--- src/rtl/kws_psram_arbiter_if.sv ---
// Requester/controller bundle for the PSRAM arbiter.
// The arbiter takes the slave view; requesters and the controller take the master view.
interface kws_psram_arbiter_if #(
  parameter int unsigned ADDR_W = 24,
  parameter int unsigned LEN_W  = 8
);
  logic [2:0]          req;
  logic [2:0]          req_we;
  logic [3*ADDR_W-1:0] req_addr;
  logic [3*LEN_W-1:0]  req_len;
  logic [3*32-1:0]     req_wdata;
  logic [2:0]          gnt;
  logic [2:0]          wready;
  logic [2:0]          rvalid;
  logic [31:0]         rdata;
  logic [2:0]          done;
  logic [2:0]          err;
  logic                mc_start;
  logic                mc_abort;
  logic                mc_we;
  logic [ADDR_W-1:0]   mc_addr;
  logic [LEN_W-1:0]    mc_len;
  logic [31:0]         mc_wdata;
  logic                mc_wready;
  logic                mc_rvalid;
  logic                mc_done;
  logic [31:0]         mc_rdata;

  modport slave (
    input  req, req_we, req_addr, req_len, req_wdata,
    input  mc_wready, mc_rvalid, mc_done, mc_rdata,
    output gnt, wready, rvalid, rdata, done, err,
    output mc_start, mc_abort, mc_we, mc_addr, mc_len, mc_wdata
  );

  modport master (
    output req, req_we, req_addr, req_len, req_wdata,
    output mc_wready, mc_rvalid, mc_done, mc_rdata,
    input  gnt, wready, rvalid, rdata, done, err,
    input  mc_start, mc_abort, mc_we, mc_addr, mc_len, mc_wdata
  );
endinterface

--- src/rtl/kws_psram_arbiter.sv ---
// Round-robin arbiter sharing one QSPI PSRAM controller among three requesters,
// with a watchdog that force-releases the controller on a hung transaction.
module kws_psram_arbiter #(
  parameter int unsigned ADDR_W      = 24,
  parameter int unsigned LEN_W       = 8,
  parameter int unsigned TIMEOUT_CYC = 4096
) (
  input logic               clk,
  input logic               rst,
  kws_psram_arbiter_if.slave bus
);

  typedef enum logic [1:0] {IDLE, ISSUE, BUSY, RELEASE} state_t;

  localparam logic [15:0] CNT_LAST = 16'(TIMEOUT_CYC - 1);

  state_t              state, state_nxt;
  logic [1:0]          owner, owner_nxt;
  logic [1:0]          last, last_nxt;
  logic [15:0]         cnt, cnt_nxt;
  logic [2:0]          gnt, gnt_nxt;
  logic [2:0]          done, done_nxt;
  logic [2:0]          err, err_nxt;
  logic                start, start_nxt;
  logic                we, we_nxt;
  logic [ADDR_W-1:0]   addr, addr_nxt;
  logic [LEN_W-1:0]    len, len_nxt;
  logic [1:0]          winner, idx;
  logic                found;
  logic                timeout_hit;
  logic                busy;
  logic [31:0]         wdata_sel;

  assign busy = (state == BUSY);
  // mc_done in the final watchdog cycle must suppress the abort, so this decode sees mc_done directly
  assign timeout_hit = busy && (cnt == CNT_LAST) && !bus.mc_done;

  always_comb begin
    winner = '0;
    found  = 1'b0;
    idx    = '0;
    for (int unsigned i = 0; i < 3; i++) begin
      idx = 2'((32'(last) + 32'd1 + i) % 32'd3);
      if (!found && bus.req[idx]) begin
        winner = idx;
        found  = 1'b1;
      end
    end
  end

  always_comb begin
    state_nxt = state;
    owner_nxt = owner;
    last_nxt  = last;
    cnt_nxt   = cnt;
    gnt_nxt   = gnt;
    done_nxt  = '0;
    err_nxt   = '0;
    start_nxt = 1'b0;
    we_nxt    = we;
    addr_nxt  = addr;
    len_nxt   = len;
    case (state)
      IDLE: begin
        if (found) begin
          owner_nxt = winner;
          we_nxt    = bus.req_we[winner];
          addr_nxt  = bus.req_addr[32'(winner)*ADDR_W +: ADDR_W];
          len_nxt   = bus.req_len[32'(winner)*LEN_W +: LEN_W];
          gnt_nxt   = 3'b001 << winner;
          start_nxt = 1'b1;
          state_nxt = ISSUE;
        end
      end
      ISSUE: begin
        cnt_nxt   = '0;
        state_nxt = BUSY;
      end
      BUSY: begin
        if (bus.mc_done || timeout_hit) begin
          done_nxt  = gnt;
          err_nxt   = timeout_hit ? gnt : 3'b000;
          gnt_nxt   = '0;
          state_nxt = RELEASE;
        end else begin
          cnt_nxt = 16'(cnt + 16'd1);
        end
      end
      RELEASE: begin
        last_nxt  = owner;
        state_nxt = IDLE;
      end
      default: state_nxt = IDLE;
    endcase
  end

  always_ff @(posedge clk or posedge rst) begin
    if (rst) begin
      state <= IDLE;
      owner <= '0;
      last  <= 2'd2;
      cnt   <= '0;
      gnt   <= '0;
      done  <= '0;
      err   <= '0;
      start <= 1'b0;
      we    <= 1'b0;
      addr  <= '0;
      len   <= '0;
    end else begin
      state <= state_nxt;
      owner <= owner_nxt;
      last  <= last_nxt;
      cnt   <= cnt_nxt;
      gnt   <= gnt_nxt;
      done  <= done_nxt;
      err   <= err_nxt;
      start <= start_nxt;
      we    <= we_nxt;
      addr  <= addr_nxt;
      len   <= len_nxt;
    end
  end

  always_comb begin
    wdata_sel = '0;
    case (owner)
      2'd0:    wdata_sel = bus.req_wdata[31:0];
      2'd1:    wdata_sel = bus.req_wdata[63:32];
      2'd2:    wdata_sel = bus.req_wdata[95:64];
      default: wdata_sel = '0;
    endcase
  end

  assign bus.gnt      = gnt;
  assign bus.done     = done;
  assign bus.err      = err;
  assign bus.mc_start = start;
  assign bus.mc_abort = timeout_hit;
  assign bus.mc_we    = we;
  assign bus.mc_addr  = addr;
  assign bus.mc_len   = len;
  assign bus.mc_wdata = (gnt != 3'b000) ? wdata_sel : '0;
  assign bus.wready   = (busy && bus.mc_wready) ? gnt : 3'b000;
  assign bus.rvalid   = (busy && bus.mc_rvalid) ? gnt : 3'b000;
  assign bus.rdata    = bus.mc_rdata;

endmodule
--- src/flat_wrapper.sv ---
// flat-port wrapper written by rule: the top's interface ports become plain ports
module kws_psram_arbiter_flat 
#(
  parameter int unsigned ADDR_W      = 24,
  parameter int unsigned LEN_W       = 8,
  parameter int unsigned TIMEOUT_CYC = 4096
)
  (clk, rst, bus_req, bus_req_we, bus_req_addr, bus_req_len, bus_req_wdata, bus_mc_wready, bus_mc_rvalid, bus_mc_done, bus_mc_rdata, bus_gnt, bus_wready, bus_rvalid, bus_rdata, bus_done, bus_err, bus_mc_start, bus_mc_abort, bus_mc_we, bus_mc_addr, bus_mc_len, bus_mc_wdata);
  kws_psram_arbiter_if #(.ADDR_W(ADDR_W), .LEN_W(LEN_W)) bus_i ();
  input logic clk;
  input logic rst;
  input wire logic [$bits(bus_i.req)-1:0] bus_req;
  input wire logic [$bits(bus_i.req_we)-1:0] bus_req_we;
  input wire logic [$bits(bus_i.req_addr)-1:0] bus_req_addr;
  input wire logic [$bits(bus_i.req_len)-1:0] bus_req_len;
  input wire logic [$bits(bus_i.req_wdata)-1:0] bus_req_wdata;
  input wire logic [$bits(bus_i.mc_wready)-1:0] bus_mc_wready;
  input wire logic [$bits(bus_i.mc_rvalid)-1:0] bus_mc_rvalid;
  input wire logic [$bits(bus_i.mc_done)-1:0] bus_mc_done;
  input wire logic [$bits(bus_i.mc_rdata)-1:0] bus_mc_rdata;
  output wire logic [$bits(bus_i.gnt)-1:0] bus_gnt;
  output wire logic [$bits(bus_i.wready)-1:0] bus_wready;
  output wire logic [$bits(bus_i.rvalid)-1:0] bus_rvalid;
  output wire logic [$bits(bus_i.rdata)-1:0] bus_rdata;
  output wire logic [$bits(bus_i.done)-1:0] bus_done;
  output wire logic [$bits(bus_i.err)-1:0] bus_err;
  output wire logic [$bits(bus_i.mc_start)-1:0] bus_mc_start;
  output wire logic [$bits(bus_i.mc_abort)-1:0] bus_mc_abort;
  output wire logic [$bits(bus_i.mc_we)-1:0] bus_mc_we;
  output wire logic [$bits(bus_i.mc_addr)-1:0] bus_mc_addr;
  output wire logic [$bits(bus_i.mc_len)-1:0] bus_mc_len;
  output wire logic [$bits(bus_i.mc_wdata)-1:0] bus_mc_wdata;
  assign bus_i.req = bus_req;
  assign bus_i.req_we = bus_req_we;
  assign bus_i.req_addr = bus_req_addr;
  assign bus_i.req_len = bus_req_len;
  assign bus_i.req_wdata = bus_req_wdata;
  assign bus_i.mc_wready = bus_mc_wready;
  assign bus_i.mc_rvalid = bus_mc_rvalid;
  assign bus_i.mc_done = bus_mc_done;
  assign bus_i.mc_rdata = bus_mc_rdata;
  assign bus_gnt = bus_i.gnt;
  assign bus_wready = bus_i.wready;
  assign bus_rvalid = bus_i.rvalid;
  assign bus_rdata = bus_i.rdata;
  assign bus_done = bus_i.done;
  assign bus_err = bus_i.err;
  assign bus_mc_start = bus_i.mc_start;
  assign bus_mc_abort = bus_i.mc_abort;
  assign bus_mc_we = bus_i.mc_we;
  assign bus_mc_addr = bus_i.mc_addr;
  assign bus_mc_len = bus_i.mc_len;
  assign bus_mc_wdata = bus_i.mc_wdata;
  kws_psram_arbiter #(.ADDR_W(ADDR_W), .LEN_W(LEN_W), .TIMEOUT_CYC(TIMEOUT_CYC)) u_core (.clk(clk), .rst(rst), .bus(bus_i));
endmodule
--- config.mk ---
export PLATFORM = sky130hd
export DESIGN_NAME = kws_psram_arbiter_flat
export DESIGN_NICKNAME = d
export VERILOG_FILES = /design/src/rtl/kws_psram_arbiter_if.sv /design/src/rtl/kws_psram_arbiter.sv /design/src/flat_wrapper.sv
export SDC_FILE = /design/constraint.sdc
export NUM_CORES = 1
export LEC_CHECK = 0
export ABC_CLOCK_PERIOD_IN_PS = 3500
export CAP_MARGIN = 15
export CORE_AREA = 2 2 137 139
export CTS_CLUSTER_DIAMETER = 100
export CTS_CLUSTER_SIZE = 16
export DETAILED_ROUTE_END_ITERATION = 8
export DIE_AREA = 0 0 139 141
export PLACE_DENSITY = 0.74
export SYNTH_ARGS = -nofsm -noshare
export SYNTH_HDL_FRONTEND = slang
export SYNTH_SLANG_ARGS = --single-unit
--- constraint.sdc ---
create_clock -name clk -period 3.5 [get_ports clk]
set_input_delay 0.7 -clock clk [delete_from_list [all_inputs] [get_ports clk]]
set_output_delay 0.7 -clock clk [all_outputs]
set_load 0.05 [all_outputs]
==> impl_metrics.toml, run 1 <==
[global_routing]
antenna_found_initial = 1
grt_pass1_wl_um = 26220
grt_usage_pct = 16.83
grt_max_degree = 66
grt_pass1_vias = 5014
overflow = 0

[die]
die_w_um = 139
fp.dieArea_sq_um = 19600
start_util_pct = 25.41
ios = 349
core_area_sq_um = 18270
fp-row-count = 50
die_h_um = 141

[layout]
fin_nets = 1030
area_delta_synth_final_pct = 74.56
final_common_cell = "clkdlybuf4s50_1"
layout_common_cells = "clkdlybuf4s50_1 (251), nor2_1 (79), mux2i_1 (70), dfrtp_1 (63), nand2_1 (57)"
drive_gt1_share_pct = 9.975
finalNonFillerCells = 1028
fillers = 1753

[place]
gp_congestion = 0.8120
place_hpwl_um = 13030
port_buffers = 284
numPlacedInstances = 1010

[clock_network]
htree_levels = 3
clk_path_buf_depth = 2
clkSinkCount = 65
cts_tree = "built"
clk_latency_ns = 0.33
clockRootBuffer = "clkbuf_16"
cts_buffers = 9
clk_pin_slew_worst_paths_ns = 0.06

[yosys]
synthFlopType = "dfrtp_1"
synthCells = 547
synth_seq_cells = 65
synth-edff-count = 0
synth-seq-area-share_pct = 35.07
synth_warnings = 0
synth_fp_nets = 790
ys_types = 52
avgSynthCellArea_sq_um = 8.486
netlist_area_sq_um = 4642
async_flop_share_pct = 100.0

[setup_path]
start_kind = "flop"
required_ns = 2.80
cpPeakStageDelay_ns = 0.46
cp_max_fo = 6
cp_cell_sequence = "ha_1 > nand3_1 > nor3_2 > nand2_1 > nor2_1 > dlymetal6s2s_1"
critPathCaptureType = "output port"
critPathTopFamily = "simple AND/OR/NAND/NOR gates"
critPathArrivalTime_ns = 2.24
slowest_stage = "dlymetal6s2s_1"
critPathBufInv = 1
crit_type = "flop to output port"

[routing]
drc = 0
drt-vias-per-instance = 4.715
wirelength_um = 16800
firstDrtPassIters = 4
post_drt_wl_per_cell_um = 16.34
postRouteAntennaNets = 0
vias = 4847
drt_iter0_drc = 181

[timing]
fin_tns_setup_ns = 0
rsz0062_at_grt = "no"
worst_pin_slew_ns = 0.7566
skew_ns = 0.006827
timing.final.crit_share_pct = 84.05
fmax_ghz = 0.3399
max_slew_margin_pct = 49.47
finalMaxSlewViolations = 0
hold_violations = 0
period_minus_slack_ns = 2.942
whs_ns = 0.4831
finalSetupViolations = 0

[pwr]
power_per_cell_area_nw_per_um2 = 907.4
p_leak_uw = 0.003545
power.total_uw = 7353
vdd_drop_max_mv = 0.5475

[run]
drv_cap = 0

[min_path]
hold_path_class = "flop to flop"

[status]
outcome = "finished, final reports clean"
-- per-stage QoR --
step	setup slack, ns	utilization, %	instance area [sq um]
finish	0.5582	44.36	8103
global route	0.3904	44.34	8100
detailed placement	0.4313	42.66	7792
CTS	0.1659	44.32	8095
global placement	0.4861	42.66	7792
floorplan	0.7766	-	4642
-- registers in the layout, indices dropped and copies added (netlist names) --
name	count
u_core.bus.err	3
u_core.bus.mc_addr	24
u_core.state	2
u_core.last	2
u_core.bus.mc_start	1
u_core.bus.gnt	3
u_core.owner	2
u_core.cnt	16
u_core.bus.done	3
u_core.bus.mc_we	1
u_core.bus.mc_len	8
-- where the power goes --
group | switching (uW) | total (uW) | internal, uW
clock | 363 | 921 | 557
sequential | 171 | 1190 | 1020
combinational | 3130 | 5250 | 2120
-- repair_timing --
item / in CTS / in global routing
endpoints found under the setup margin: 0 / 1
hold buffers: 0 / 0
setup buffers: 0 / 0
resized for setup: 0 / 1
-- final timing paths --
check	startpoint	end	slack [ns]	depth (start not counted)
worst max register to register	u_core.last[1]	u_core.bus.mc_addr[12]	0.75	7
worst min-delay path	u_core.bus.mc_addr[13]	u_core.bus.mc_addr[13]	0.48	2
min in group asynchronous	rst	u_core.bus.mc_start	0.75	3
worst max-delay path	u_core.cnt[0]	bus_mc_abort	0.56	6
max in group asynchronous	rst	u_core.last[1]	2.40	3
worst min register to register	u_core.bus.mc_addr[13]	u_core.bus.mc_addr[13]	0.48	2
-- Yosys cell counts, types with 2 or more instances --
| library cell | count | area share (%) |
|---|---|---|
| nor2_1 | 79 | 6.4 |
| mux2i_1 | 70 | 15 |
| dfrtp_1 | 64 | 35 |
| nand2_1 | 57 | 4.6 |
| inv_1 | 42 | 3.4 |
| a21oi_1 | 35 | 3.8 |
| buf_4 | 33 | 5.3 |
| o221ai_1 | 33 | 6.2 |
| clkbuf_1 | 19 | 1.5 |
| and3_1 | 9 | 1.2 |
| o21ai_0 | 9 | 0.97 |
| ha_1 | 8 | 2.2 |
| nand3_1 | 8 | 0.86 |
| nor3_1 | 6 | 0.65 |
| o21ai_1 | 6 | 0.65 |
| buf_2 | 5 | 0.54 |
| xor2_1 | 5 | 0.94 |
| nand4_1 | 4 | 0.54 |
| nor2b_1 | 4 | 0.54 |
| a21o_1 | 3 | 0.49 |
| and2_1 | 3 | 0.40 |
| buf_1 | 3 | 0.24 |
| buf_6 | 3 | 0.73 |
| o31ai_1 | 3 | 0.49 |
| xnor2_1 | 3 | 0.57 |
| a21oi_2 | 2 | 0.38 |
| buf_12 | 2 | 0.86 |
| nand2b_1 | 2 | 0.27 |
| nand3b_1 | 2 | 0.32 |
| nor3_2 | 2 | 0.43 |
| or3_1 | 2 | 0.27 |
-- worst register-to-register path, delay by kind of cell (launching register included) --
family,cells,cell delay [ns]
flip-flops,1,0.54
adder cells (fa/ha/maj),1,0.33
AO/OA/AOI/OAI,2,0.62
AND/OR/NAND/NOR,2,0.45
multiplexers,1,0.28
buffers and inverters,1,0.38
-- metal layers --
layer / vias up / GRT usage (%) / wire [um]
li1: 2333 / - / -
met1: 2237 / 18.38 / 6409
met4: 0 / 6.220 / 442
met5: - / 0 / 0
met3: 28 / 4.959 / 1488
met2: 249 / 30.90 / 8457
-- cell families (layout without fill, tap and decap cells) --
family,count (synthesis),after routing,synth area share [%]
adder cells (fa/ha/maj),8,8,2.156
multiplexers,70,70,15.09
XOR/XNOR,8,8,1.509
buffers and inverters,110,355,13.15
AO/OA/AOI/OAI,104,104,15.69
flip-flops,65,65,35.07
other,0,2,0
AND/OR/NAND/NOR,182,182,17.33
-- cell type report --
cell class	count	area [sq um]	share of cell area [%]
clock buffer	9	225.2	2.779
tap	234	292.8	3.613
antenna	2	5.005	0.06177
inverter	43	161.4	1.992
timing repair buffer	296	3268	40.33
sequential	65	1629	20.10
clock inverter	7	77.57	0.9574
multi-input combinational	372	2444	30.16
No activity file was read; power rests on OpenSTA's default activity.
==> run 2: changes to the inputs <==
--- a/config.mk
+++ b/config.mk
@@ -5,7 +5,7 @@
 export SDC_FILE = /design/constraint.sdc
 export NUM_CORES = 1
 export LEC_CHECK = 0
-export ABC_CLOCK_PERIOD_IN_PS = 3500
+export ABC_CLOCK_PERIOD_IN_PS = 3000
 export CAP_MARGIN = 15
 export CORE_AREA = 2 2 137 139
 export CTS_CLUSTER_DIAMETER = 100
==> constraint.sdc (replaced) <==
create_clock -name clk -period 3 [get_ports clk]
set_input_delay 0.6 -clock clk [delete_from_list [all_inputs] [get_ports clk]]
set_output_delay 0.6 -clock clk [all_outputs]
set_load 0.05 [all_outputs]
==> impl_metrics.toml, run 2 (synthesis results as in run 1) <==
[status]
outcome = "finished, final reports clean"

[pwr]
power_per_cell_area_nw_per_um2 = 1073
pwr-share-seq_pct = 15.7
pwr-share-comb_pct = 70.3
p_sw_uw = 4255
power_frac_clock_pct = 14.0
swShare_pct = 48.35
p_leak_uw = 0.003602
p_int_uw = 4545
vdd_drop_max_mv = 0.6324

[setup_path]
critPathCaptureType = "output port"
reg2reg_from = "u_core.last[1]"
critPathArrivalTime_ns = 2.06
crit_start = "u_core.cnt[0]"
crit_type = "flop to output port"
cp_max_fo = 6
required_ns = 2.40
rrSetupSlack_ns = 0.41
start_kind = "flop"

[routing]
drc = 0
firstDrtPassIters = 6
drt-vias-per-instance = 4.745
vias = 4892
wirelength_um = 16740
drt_iter0_drc = 171
post_drt_wl_per_cell_um = 16.23
postRouteAntennaNets = 0

[global_routing]
grt_max_degree = 38
grt_usage_pct = 16.69
overflow = 0
grt_pass1_vias = 5143
antenna_found_initial = 1
grt_pass1_wl_um = 26070

[die]
core_area_sq_um = 18270
start_util_pct = 25.41
fp.dieArea_sq_um = 19600
fp-row-count = 50
die_h_um = 141
die_w_um = 139
ios = 349

[layout]
fillers = 1761
layout_common_cells = "clkdlybuf4s50_1 (245), nor2_1 (79), mux2i_1 (70), dfrtp_1 (63), nand2_1 (57)"
largest_reg_flops = 24
finalNonFillerCells = 1031
final_core_util_pct = 44.88
drive_gt1_share_pct = 11.31
fin_nets = 1034
area_delta_synth_final_pct = 76.60
final_common_cell = "clkdlybuf4s50_1"

[min_path]
worstHoldStart = "u_core.cnt[11]"
hold_path_class = "flop to flop"

[clock_network]
postCtsSetupBuffers = 0
clk_latency_ns = 0.32
cts_buffers = 9
clkSinkCount = 65
clk_pin_slew_worst_paths_ns = 0.06
cts_repair_resize_count = 0
clockRootBuffer = "clkbuf_16"
cts_tree = "built"
htree_levels = 3
clk_path_buf_depth = 2
hold_buffers = 0

[timing]
fin_tns_setup_ns = 0
layout_setup_ws_ns = 0.3367
finalMaxSlewViolations = 0
max_slew_margin_pct = 62.52
period_minus_slack_ns = 2.663
fmax_ghz = 0.3755
skew_ns = 0.008321
hold_violations = 0
whs_ns = 0.4849
worst_pin_slew_ns = 0.5604
finalSetupViolations = 0
timing.final.crit_share_pct = 88.78
rsz0062_at_grt = "no"

[place]
dp_slack_ns = 0.1589
port_buffers = 284
gp_congestion = 0.8118
numPlacedInstances = 1014
place_hpwl_um = 13280

[run]
drv_cap = 0
## run 2: per-stage QoR
step                      total power (uW)  cell area [sq um]
after floorplan                       5460               4642
after global placement                7552               7843
after detailed placement              7629               7843
after CTS                             8905               8195
after global routing                  9292               8198
final                                 8800               8198
## run 2: power by group through the flow
stage	registers (uW)	clock network [uW]	logic (uW)
after global routing	1410	1310	6570
after detailed placement	1390	0	6240
after CTS	1380	1280	6240
final	1380	1230	6190
after global placement	1400	0	6160
after floorplan	2150	0	3310
## run 2: final cells by class
| type | instances | area (sq um) | area share (%) |
|---|---|---|---|
| Sequential cell | 65 | 1629 | 19.87 |
| Clock inverter | 7 | 127.6 | 1.557 |
| Inverter | 43 | 161.4 | 1.969 |
| Tap cell | 234 | 292.8 | 3.571 |
| Clock buffer | 9 | 225.2 | 2.747 |
| Antenna cell | 1 | 2.502 | 0.03053 |
| Multi-Input combinational cell | 372 | 2444 | 29.81 |
| Timing Repair Buffer | 300 | 3316 | 40.45 |
## run 2: worst paths after layout
check | cells past startpoint | end
worst max-delay path | 6 | bus_mc_abort
max in group asynchronous | 3 | u_core.last[1]
min in group asynchronous | 2 | u_core.bus.mc_addr[0]
worst min register to register | 1 | u_core.cnt[11]
worst min-delay path | 1 | u_core.cnt[11]
worst max register to register | 8 | u_core.bus.mc_len[4]
## run 2: per-layer routing
metal | vias up | track usage [%] | part of all wire (%)
li1 | 2336 | - | -
met4 | 0 | 7.071 | 2.9
met3 | 31 | 6.012 | 9.3
met2 | 253 | 30.49 | 51
met1 | 2272 | 17.30 | 37
met5 | - | 0 | 0
## run 2: worst max-delay path, cell delays in order, from the launching register on
cell and delay (ns):
dfrtp_1 0.40, ha_1 0.18, nand3_1 0.20, nor3_2 0.39, nand2_1 0.14, nor2_1 0.19, buf_4 0.24
==> run 3: changes to the inputs <==
--- a/config.mk
+++ b/config.mk
@@ -6,7 +6,6 @@
 export NUM_CORES = 1
 export LEC_CHECK = 0
 export ABC_CLOCK_PERIOD_IN_PS = 3000
-export CAP_MARGIN = 15
 export CORE_AREA = 2 2 137 139
 export CTS_CLUSTER_DIAMETER = 100
 export CTS_CLUSTER_SIZE = 16
==> results of run 3 <==
Final layout, timing and power as in run 2 (identical DEF).
